[src/rtl/dcache_pkg.sv]
// Shared definitions for the uncached data-side bridge.
//   - SZ_BYTE / SZ_HALF / SZ_WORD : access size encodings (3 behaves as word)
//   - load_state_e                : load FSM states
//   - wbuf_entry_t                : one buffered store {addr, data, size, wstrb}
package dcache_pkg;

    localparam logic [1:0] SZ_BYTE = 2'd0;
    localparam logic [1:0] SZ_HALF = 2'd1;
    localparam logic [1:0] SZ_WORD = 2'd2;

    typedef enum logic [2:0] {
        ST_IDLE  = 3'd0,
        ST_DRAIN = 3'd1,
        ST_RREQ  = 3'd2,
        ST_RWAIT = 3'd3,
        ST_RESP  = 3'd4
    } load_state_e;

    typedef struct packed {
        logic [31:0] addr;
        logic [31:0] data;
        logic [1:0]  size;
        logic [3:0]  wstrb;
    } wbuf_entry_t;

endpackage

[src/rtl/wbuf_fifo.sv]
// Circular write buffer holding retired uncached stores until the bus takes them.
// Ports:
//   clk, rstn          : clock, asynchronous active-low reset
//   push_i/push_entry_i: enqueue one entry at the clock edge (caller guarantees !full_o)
//   pop_i              : drop the head entry at the clock edge (caller guarantees !empty_o)
//   head_o             : oldest entry, valid while !empty_o
//   count_o            : registered occupancy
//   full_o, empty_o    : decoded from count_o
module wbuf_fifo
    import dcache_pkg::*;
#(
    parameter int DEPTH = 4
) (
    input  logic                   clk,
    input  logic                   rstn,
    input  logic                   push_i,
    input  wbuf_entry_t            push_entry_i,
    input  logic                   pop_i,
    output wbuf_entry_t            head_o,
    output logic [$clog2(DEPTH):0] count_o,
    output logic                   full_o,
    output logic                   empty_o
);
    localparam int PW = $clog2(DEPTH);

    wbuf_entry_t   mem_q [DEPTH];
    logic [PW-1:0] wr_ptr_q, wr_ptr_d;
    logic [PW-1:0] rd_ptr_q, rd_ptr_d;
    logic [PW:0]   count_q, count_d;

    // DEPTH is a power of two, so pointers wrap by plain overflow.
    always_comb begin
        wr_ptr_d = wr_ptr_q;
        rd_ptr_d = rd_ptr_q;
        count_d  = count_q;
        if (push_i) wr_ptr_d = wr_ptr_q + PW'(1);
        if (pop_i)  rd_ptr_d = rd_ptr_q + PW'(1);
        case ({push_i, pop_i})
            2'b10:   count_d = count_q + (PW+1)'(1);
            2'b01:   count_d = count_q - (PW+1)'(1);
            default: count_d = count_q;
        endcase
    end

    always_ff @(posedge clk or negedge rstn) begin
        if (!rstn) begin
            wr_ptr_q <= '0;
            rd_ptr_q <= '0;
            count_q  <= '0;
        end else begin
            wr_ptr_q <= wr_ptr_d;
            rd_ptr_q <= rd_ptr_d;
            count_q  <= count_d;
        end
    end

    // Storage is not reset: contents are meaningless once the pointers clear.
    always_ff @(posedge clk) begin
        if (push_i) mem_q[wr_ptr_q] <= push_entry_i;
    end

    assign head_o  = mem_q[rd_ptr_q];
    assign count_o = count_q;
    assign full_o  = (count_q == (PW+1)'(DEPTH));
    assign empty_o = (count_q == '0);

endmodule

[src/rtl/dcache_uncache_wbuf.sv]
// Uncached data-access bridge: pipeline load/store port <-> memory bus.
// Stores retire into wbuf_fifo and drain in order; loads wait for the buffer
// to empty, issue a single read, and return extended byte/half/word data.
// Ports:
//   clk, rstn                       : clock, asynchronous active-low reset
//   *_pipeline_dcache / pipeline_*  : request from the pipeline
//   dcache_pipeline_ready/stall     : completion (stall = ~ready)
//   dout_dcache_pipeline            : registered extended load data
//   *_dcache_mem / dcache_mem_*     : bus request side; mem_dcache_* : bus responses
//   wbuf_empty, wbuf_count          : buffer status for fence logic
//   dbg_load_state                  : current load FSM state
//
// Handshake: the pipeline holds valid and all request fields stable until a
// cycle with ready = 1; that cycle completes the request. On the bus, req and
// its fields stay stable until addrOK; a write is done at addrOK, a read
// completes on a later dataOK. Only one bus request is outstanding.
module dcache_uncache_wbuf
    import dcache_pkg::*;
#(
    parameter int wbuf_depth   = 4,
    parameter int offset_width = 2
) (
    input  logic                              clk,
    input  logic                              rstn,
    input  logic [31:0]                       addr_pipeline_dcache,
    input  logic [31:0]                       din_pipeline_dcache,
    input  logic                              type_pipeline_dcache,
    input  logic [1:0]                        pipeline_dcache_size,
    input  logic [3:0]                        pipeline_dcache_wstrb,
    input  logic                              pipeline_dcache_sext,
    input  logic                              pipeline_dcache_valid,
    output logic                              dcache_pipeline_ready,
    output logic                              dcache_pipeline_stall,
    output logic [31:0]                       dout_dcache_pipeline,
    output logic [31:0]                       addr_dcache_mem,
    output logic [31:0]                       dout_dcache_mem,
    input  logic [32*(2<<offset_width)-1:0]   din_mem_dcache,
    output logic                              dcache_mem_req,
    output logic                              dcache_mem_wr,
    output logic [1:0]                        dcache_mem_size,
    output logic [3:0]                        dcache_mem_wstrb,
    input  logic                              mem_dcache_addrOK,
    input  logic                              mem_dcache_dataOK,
    output logic                              wbuf_empty,
    output logic [$clog2(wbuf_depth):0]       wbuf_count,
    output logic [2:0]                        dbg_load_state
);
    localparam int RW = 32*(2<<offset_width);

    load_state_e state_q, state_d;
    logic [31:0] ld_addr_q, ld_addr_d;
    logic [1:0]  ld_size_q, ld_size_d;
    logic        ld_sext_q, ld_sext_d;
    logic [31:0] dout_q, dout_d;

    logic        store_acc, drain_act, wb_pop, wb_full, wb_empty;
    wbuf_entry_t push_entry, head_entry;
    logic [$clog2(wbuf_depth):0] wb_count;
    logic [31:0] raw_word, ext_word;

    // Only the low word of the wide read bus carries data.
    logic unused_rdata;
    assign unused_rdata = ^din_mem_dcache[RW-1:32];

    // Full test uses the registered count: no same-cycle pop bypass.
    assign store_acc = pipeline_dcache_valid & type_pipeline_dcache &
                       (state_q == ST_IDLE) & ~wb_full;
    // Drain runs in the background while idle and while a load waits on it.
    assign drain_act = ~wb_empty & ((state_q == ST_IDLE) | (state_q == ST_DRAIN));
    assign wb_pop    = drain_act & mem_dcache_addrOK;

    assign push_entry = '{addr:  addr_pipeline_dcache,
                          data:  din_pipeline_dcache,
                          size:  pipeline_dcache_size,
                          wstrb: pipeline_dcache_wstrb};

    wbuf_fifo #(.DEPTH(wbuf_depth)) u_wbuf (
        .clk          (clk),
        .rstn         (rstn),
        .push_i       (store_acc),
        .push_entry_i (push_entry),
        .pop_i        (wb_pop),
        .head_o       (head_entry),
        .count_o      (wb_count),
        .full_o       (wb_full),
        .empty_o      (wb_empty)
    );

    // Lane extraction: shift the addressed byte down to bit 0, then extend.
    always_comb begin
        raw_word = din_mem_dcache[31:0] >> {ld_addr_q[1:0], 3'b000};
        case (ld_size_q)
            SZ_BYTE: ext_word = {{24{ld_sext_q & raw_word[7]}},  raw_word[7:0]};
            SZ_HALF: ext_word = {{16{ld_sext_q & raw_word[15]}}, raw_word[15:0]};
            default: ext_word = raw_word;
        endcase
    end

    always_comb begin
        state_d               = state_q;
        ld_addr_d             = ld_addr_q;
        ld_size_d             = ld_size_q;
        ld_sext_d             = ld_sext_q;
        dout_d                = dout_q;
        dcache_pipeline_ready = store_acc;
        dcache_mem_req        = 1'b0;
        dcache_mem_wr         = 1'b0;
        addr_dcache_mem       = '0;
        dout_dcache_mem       = '0;
        dcache_mem_size       = SZ_BYTE;
        dcache_mem_wstrb      = '0;

        if (drain_act) begin
            dcache_mem_req   = 1'b1;
            dcache_mem_wr    = 1'b1;
            addr_dcache_mem  = head_entry.addr;
            dout_dcache_mem  = head_entry.data;
            dcache_mem_size  = head_entry.size;
            dcache_mem_wstrb = head_entry.wstrb;
        end

        case (state_q)
            ST_IDLE: begin
                if (pipeline_dcache_valid && !type_pipeline_dcache) begin
                    ld_addr_d = addr_pipeline_dcache;
                    ld_size_d = pipeline_dcache_size;
                    ld_sext_d = pipeline_dcache_sext;
                    state_d   = wb_empty ? ST_RREQ : ST_DRAIN;
                end
            end
            ST_DRAIN: begin
                if (wb_empty) state_d = ST_RREQ;
            end
            ST_RREQ: begin
                dcache_mem_req  = 1'b1;
                addr_dcache_mem = ld_addr_q;
                dcache_mem_size = ld_size_q;
                if (mem_dcache_addrOK) state_d = ST_RWAIT;
            end
            ST_RWAIT: begin
                if (mem_dcache_dataOK) begin
                    dout_d  = ext_word;
                    state_d = ST_RESP;
                end
            end
            ST_RESP: begin
                dcache_pipeline_ready = 1'b1;
                state_d               = ST_IDLE;
            end
            default: state_d = ST_IDLE;
        endcase
    end

    always_ff @(posedge clk or negedge rstn) begin
        if (!rstn) begin
            state_q   <= ST_IDLE;
            ld_addr_q <= '0;
            ld_size_q <= SZ_BYTE;
            ld_sext_q <= 1'b0;
            dout_q    <= '0;
        end else begin
            state_q   <= state_d;
            ld_addr_q <= ld_addr_d;
            ld_size_q <= ld_size_d;
            ld_sext_q <= ld_sext_d;
            dout_q    <= dout_d;
        end
    end

    assign dcache_pipeline_stall = ~dcache_pipeline_ready;
    assign dout_dcache_pipeline  = dout_q;
    assign wbuf_empty            = wb_empty;
    assign wbuf_count            = wb_count;
    assign dbg_load_state        = state_q;

endmodule

[config.mk]
export PLATFORM = sky130hd
export DESIGN_NAME = dcache_uncache_wbuf
export DESIGN_NICKNAME = d
export VERILOG_FILES = /design/src/rtl/dcache_pkg.sv /design/src/rtl/wbuf_fifo.sv /design/src/rtl/dcache_uncache_wbuf.sv
export SDC_FILE = /design/constraint.sdc
export NUM_CORES = 1
export LEC_CHECK = 0
export ABC_AREA = 1
export CORE_ASPECT_RATIO = 1.2
export CORE_MARGIN = 5
export CORE_UTILIZATION = 50
export CTS_CLUSTER_SIZE = 25
export DETAILED_ROUTE_END_ITERATION = 10
export PLACE_DENSITY_LB_ADDON = 0.05
export SLEW_MARGIN = 20
export SYNTH_ARGS = -nofsm -noshare
export SYNTH_HDL_FRONTEND = slang
export SYNTH_SLANG_ARGS = --single-unit
[constraint.sdc]
create_clock -name clk -period 11.15 [get_ports clk]
set_input_delay 2.23 -clock clk [delete_from_list [all_inputs] [get_ports clk]]
set_output_delay 2.23 -clock clk [all_outputs]
set_load 0.005 [all_outputs]
# --- Yosys cells after proc, flatten, opt, wreduce, memory -nomap -nowiden ---
# Memories as Yosys holds them, arrays and structs flattened.
# Index checks and enable logic that the tools add are counted.
word_totals:
  out_inout_bits: 113
  memories: 1
  register_bits: 77
  inputBits: 333
  mem_bits_rw: 280
memory_table:
  columns: ["memory", "depth", "width", "read_ports", "rd_ports_with_merged_regs", "wr", "line_no", "source"]
  rows:
  - ["u_wbuf.mem_q", 4, 70, 1, 0, 1, "wbuf_fifo.sv:26", "wbuf_entry_t mem_q [DEPTH];"]
op_classes:
  n_reduce_logical: 9
  muxes: 19
  n_shift: 1
  eq_ne: 12
  bitwise_logic: 11
  n_addsub: 4
op_table:
  columns: ["operator", "count"]
  rows:
  - ["$mux W32", 3]
  - ["$pmux W32 S2", 1]
  - ["$shr A32 B5 Y32", 1]
  - ["$mux W3", 4]
  - ["$pmux W3 S4", 1]
  - ["$and A1 B1 Y1", 7]
  - ["$eq A3 B2 Y1 const B", 2]
  - ["$eq A3 B3 Y1 const B", 2]
  - ["$logic_not A3 Y1", 2]
  - ["$mux W2", 3]
  - ["$ne A2 B2 Y1 const B", 3]
  - ["$pmux W3 S2", 1]
  - ["$mux W1", 5]
  - ["$add A2 B1 Y2 const B", 2]
  - ["$eq A2 B1 Y1 const B", 2]
  - ["$mux W4", 1]
  - ["$reduce_and A2 Y1", 2]
  - ["$reduce_and A4 Y1", 1]
  - ["$add A3 B1 Y3 const B", 1]
  - ["$eq A3 B1 Y1 const B", 1]
  - ["$not A1 Y1", 3]
  - ["$sub A3 B1 Y3 const B", 1]
  - ["$eq A2 B2 Y1 const B", 1]
  - ["$logic_not A2 Y1", 1]
  - ["other kinds (5)", 5]

# --- Logic depth before layout (Yosys ltp) ---
logic_depth:
  word_depth: 6
  depth_mapped: 10

# --- Modules after synthesis ---
# From an unflattened synthesis, not the netlist that was laid out.
unflattened:
  hier_cells: 1473
  hier_area_um2: 15733.8
by_module_without_submodules:
  columns: ["mod", "cells_per_inst", "area_each_um2", "seq_area_each_um2", "n_inst"]
  rows:
  - ["wbuf_fifo", 865, 11483.5, 8583.2, 1]
  - ["dcache_uncache_wbuf", 608, 4250.3, 1751.7, 1]

# --- Worst setup path before layout ---
# No wires, ideal clock.
synth_path:
  path_kind: "input-to-reg"
  startpoint: "input port pipeline_dcache_valid"
  endpoint: "memory u_wbuf.mem_q[0][0] in the netlist's numbering (enable)"
  path_buffers: 0
  arrival_ns: 5.336
  path_stages: 2
  required_time_ns: 10.651
  setup_slack_ns: 5.315
  path_cell_list: "nand4_4 -> nor2_1"
synth_between:
  elab_chain_cells: 5
synth_rtl:
  columns: ["element", "line_no", "source"]
  rows:
  - ["from (decl)", "dcache_uncache_wbuf.sv:31", "input logic pipeline_dcache_valid,"]
  - ["$and A1 B1 Y1 (2 in a row)", "dcache_uncache_wbuf.sv:66", "assign store_acc = pipeline_dcache_valid & type_pipeline_dcache &"]
  - ["$and A1 B1 Y1", "dcache_uncache_wbuf.sv:67", "(state_q == ST_IDLE) & ~wb_full;"]
  - ["$mux W1", "wbuf_fifo.sv:59", "if (push_i) mem_q[wr_ptr_q] <= push_entry_i;"]
  - ["$mux W1 (implied by the code)", "wbuf_fifo.sv:59", null]
  - ["to (decl)", "wbuf_fifo.sv:26", null]
# No other way between the ends.

# --- Worst setup path after layout ---
layout_path:
  startpoint: "input port type_pipeline_dcache"
  endpoint: "output port dcache_pipeline_ready"
layout_between:
  elab_chain_cells: 4
layout_rtl:
  columns: ["element", "line_no", "source"]
  rows:
  - ["from (decl)", "dcache_uncache_wbuf.sv:27", "input logic type_pipeline_dcache,"]
  - ["$and A1 B1 Y1 (2 in a row)", "dcache_uncache_wbuf.sv:66", null]
  - ["$and A1 B1 Y1", "dcache_uncache_wbuf.sv:67", null]
  - ["$mux W1", "dcache_uncache_wbuf.sv:122", "case (state_q)"]
  - ["to (decl)", "dcache_uncache_wbuf.sv:32", "output logic dcache_pipeline_ready,"]
# No other way between the ends.

==> metrics.md <==
| Metric | Value |
|---|---|
| Run status | finished clean |
| Psw | around 1.7 mW |
| Sequential element share of the synthesized area | 0.687 |
| Routed wire length | about 38 mm |
| First-pass GRT wire length | 58.1 mm |
| #FFs+latches synth | 357 |
| Detail Placement HPWL | about 22 mm |
| Switching Fraction | 0.351 |
| Worst path cell trace | clkdlybuf4s50_1 > nand4_4 > o21ai_0 > clkdlybuf4s50_1 |
| Worst R2R Setup Slack | ~7.2 ns |
| Core Area | 29700 um2 |
| Number of vias per cell | 5.31 |
| Post-Syn Instances | 1424 |
| Most frequent cells in the layout | nand2_1, edfxtp_1, clkdlybuf4s50_1 |
| Worst slew margin | 0.276 |
| Die area | 33700 um2 |
| N_diodes | 0 |
| Combinational Power Share | 0.391 |
| Hold-fix buffers at CTS | 0 |
| Min-delay src | ld_addr_q[7]$_DFFE_PN0P_ |
| Share of power burned in registers | 0.364 |
| Routability cong. | between 0.9 and 1 |
| P_int | roughly 3.1 mW |
| Yosys top cell by area | edfxtp_1 |
| Iteration-0 DRC Markers | 792 |
| Post-synthesis async set-or-reset flop share | 0.216 |
| Final #Nets | just under 2000 |
| Final hold violation count | 0 |
| Setup CP Type | in -> out |
| Synth top area share | 0.559 |
| Setup crit start kind | primary input |
| Most used cell, CP | clkdlybuf4s50_1 |
| # setup viols final | 0 |
| Final worst-path cycle share | 0.552 |
| Post-DRT Antenna Nets | 0 |
| Via count | 10800 |
| H-tree Lvls | 2 |
| Reg2reg end | u_wbuf.mem_q[1][10]$_DFFE_PP_ |
| Mapped Nets | 1763 |
| Worst hold margin | 0.469 ns |
| Largest net degree at the start of global routing | 93 |
| Clock Sinks | 357 |
| Height of the die | 200 um |
| GRT Overall Usage | 0.219 |
| Power density over the cells | 260 nW/um2 |
| Share of layout cells above drive strength 1 | 0.0549 |
| Hold Path Class | reg -> reg |
| Clock-pin slew on the worst setup and hold paths | 0.05 ns |
| Port Buffers | 221 |
| RR Startpoint | dbg_load_state[1]$_DFFE_PN0P_ |
| Clock insertion delay at the later pin of the skew report | ~0.5 ns |
| RSZ-0062 raised after global routing | no |
| Post-Syn Area | roughly 15000 um2 |
| Number of synthesized flops with an enable pin | 280 |
| Hold Path Stages | 2 |
| Worst Reg-to-Reg Cells | 6 |
| YS warnings | 0 |
| Initial antenna violation count | 3 |
| Clock skew | roughly 0.011 ns |
| Initial Util | 0.507 |
| Critical path arrival | 3.92 ns |
| Synth-to-layout area growth | 24.0% |
| Number of top-level pins | 446 |
| Final Max Slew Viols | 0 |
| CP Max Fanout | 9 |
| Setup TNS | 0 ns |
| Die X | approximately 170 um |
| Slowest cell on crit path | clkdlybuf4s50_1 |
| Leakage | 7.23 nW |
| Row count | 69 |
| Vias in the first global route | approximately 11000 |
| Post-synthesis cell type count | 27 |
| Largest cells by area after synthesis | edfxtp_1, dfrtp_1, nand2_1 |
| Final critical-path required period | 6.15 ns |
| DR pass1 iterations | 5 |
| Most common cell after layout, fill and taps aside | nand2_1 |
| Gr ovfl total | 0 |
| Wirelength per Cell | 18.6 um |
| Number of remaining DRC errors | 0 |
| Max-Cap Viols | 0 |
| Post_cts resized | 0 |
| Clock share of power | 0.245 |
| Fmax | 0.162 GHz |
| TritonCTS clock tree | yes |
| Clock Tree Buf Depth | 3 |
| Required time of the critical path | 8.92 ns |
| CTS buffer count | 37 |
| Critical Path End Type | output pin |
| Largest stage delay, worst path | 0.57 ns |
| Hold EP | ld_addr_q[7]$_DFFE_PN0P_ |
| VDD IR max | about 180 uV |
| Root Driver | clkbuf_16 |
| Setup repair bufs after CTS | 0 |
| Mean post-synth cell area | about 11 um2 |
| Ys flop type | edfxtp_1 |
| Worst-Margin Slew | 1.08 ns |
worst max path at each step:
stage | from | endpoint | slack (ns) | cells after the start
floorplan | pipeline_dcache_valid | u_wbuf.mem_q[0][0]$_DFFE_PP_ | 5.31 | 2
global placement | type_pipeline_dcache | dcache_pipeline_ready | 5.00 | 4
finish | type_pipeline_dcache | dcache_pipeline_ready | 5.00 | 4
global route | type_pipeline_dcache | dcache_pipeline_ready | 4.91 | 4
CTS | type_pipeline_dcache | dcache_pipeline_ready | 4.96 | 4
detailed placement | type_pipeline_dcache | dcache_pipeline_ready | 4.97 | 4
sequential cells by signal (all words and copies together) (netlist names), 2 cells and up:
signal                flops
ld_size_q                 2
dout_dcache_pipeline     32
dbg_load_state            3
u_wbuf.count_o            3
u_wbuf.wr_ptr_q           2
u_wbuf.mem_q            280
u_wbuf.rd_ptr_q           2
ld_addr_q                32
worst max-delay path, delay by kind of cell:
kind	cells	cell delay (ns)
buffers and inverters	2	1.13
AND/OR/NAND/NOR	1	0.28
AO/OA/AOI/OAI	1	0.28
metal layers:
metal | track usage | wire length, um
met5 | 0 | 41
met3 | 0.0693 | 3310
met1 | 0.279 | 15300
met4 | 0.0508 | 655
met2 | 0.374 | 18400
cell usage after synthesis, types with 4 or more instances:
cell / instances
nand2_1: 382
edfxtp_1: 280
nand3_1: 178
nor2_1: 176
o21ai_0: 89
dfrtp_1: 77
a21oi_1: 55
buf_2: 51
inv_1: 45
clkbuf_1: 21
or2_0: 20
inv_2: 8
a31oi_1: 7
buf_1: 6
ha_1: 5
clkbuf_2: 4
final cells by class:
class / count / area (um2)
multi-input combinational: 930 / 4170
inverter: 53 / 201
timing repair buffer: 232 / 2290
clock buffer: 48 / 1010
fill: 2467 / 11000
clock inverter: 18 / 164
tap: 390 / 488
sequential: 357 / 10300
kinds of logic (layout without fill, tap and decap cells):
logic type	count (synthesis)	count (layout)	share of synthesized area
buf+inv	137	351	0.0392
flops	357	357	0.687
fa+ha+maj	6	6	0.00549
compound gates	151	151	0.0508
simple gates	769	769	0.215
xor+xnor	4	4	0.00233
power by group through the flow:
stage,Clock (mW),Sequential (mW),Combinational [mW]
global route,1.27,1.79,2.11
global placement,0,1.78,1.90
detailed placement,0,1.78,1.92
floorplan,0,1.73,1.06
CTS,1.21,1.76,1.93
finish,1.19,1.76,1.90
through the flow:
step	instance area (um2)	cells	power [mW]	setup slack, ns	util
detailed placement	17500	1962	3.70	4.97	0.589
floorplan	15000	1424	2.79	5.31	-
global placement	17500	1962	3.68	5.00	0.589
CTS	18700	2028	4.91	4.96	0.628
finish	18700	2028	4.85	5.00	0.628
global route	18700	2028	5.17	4.91	0.628
Power figures use the tool's default switching activity.
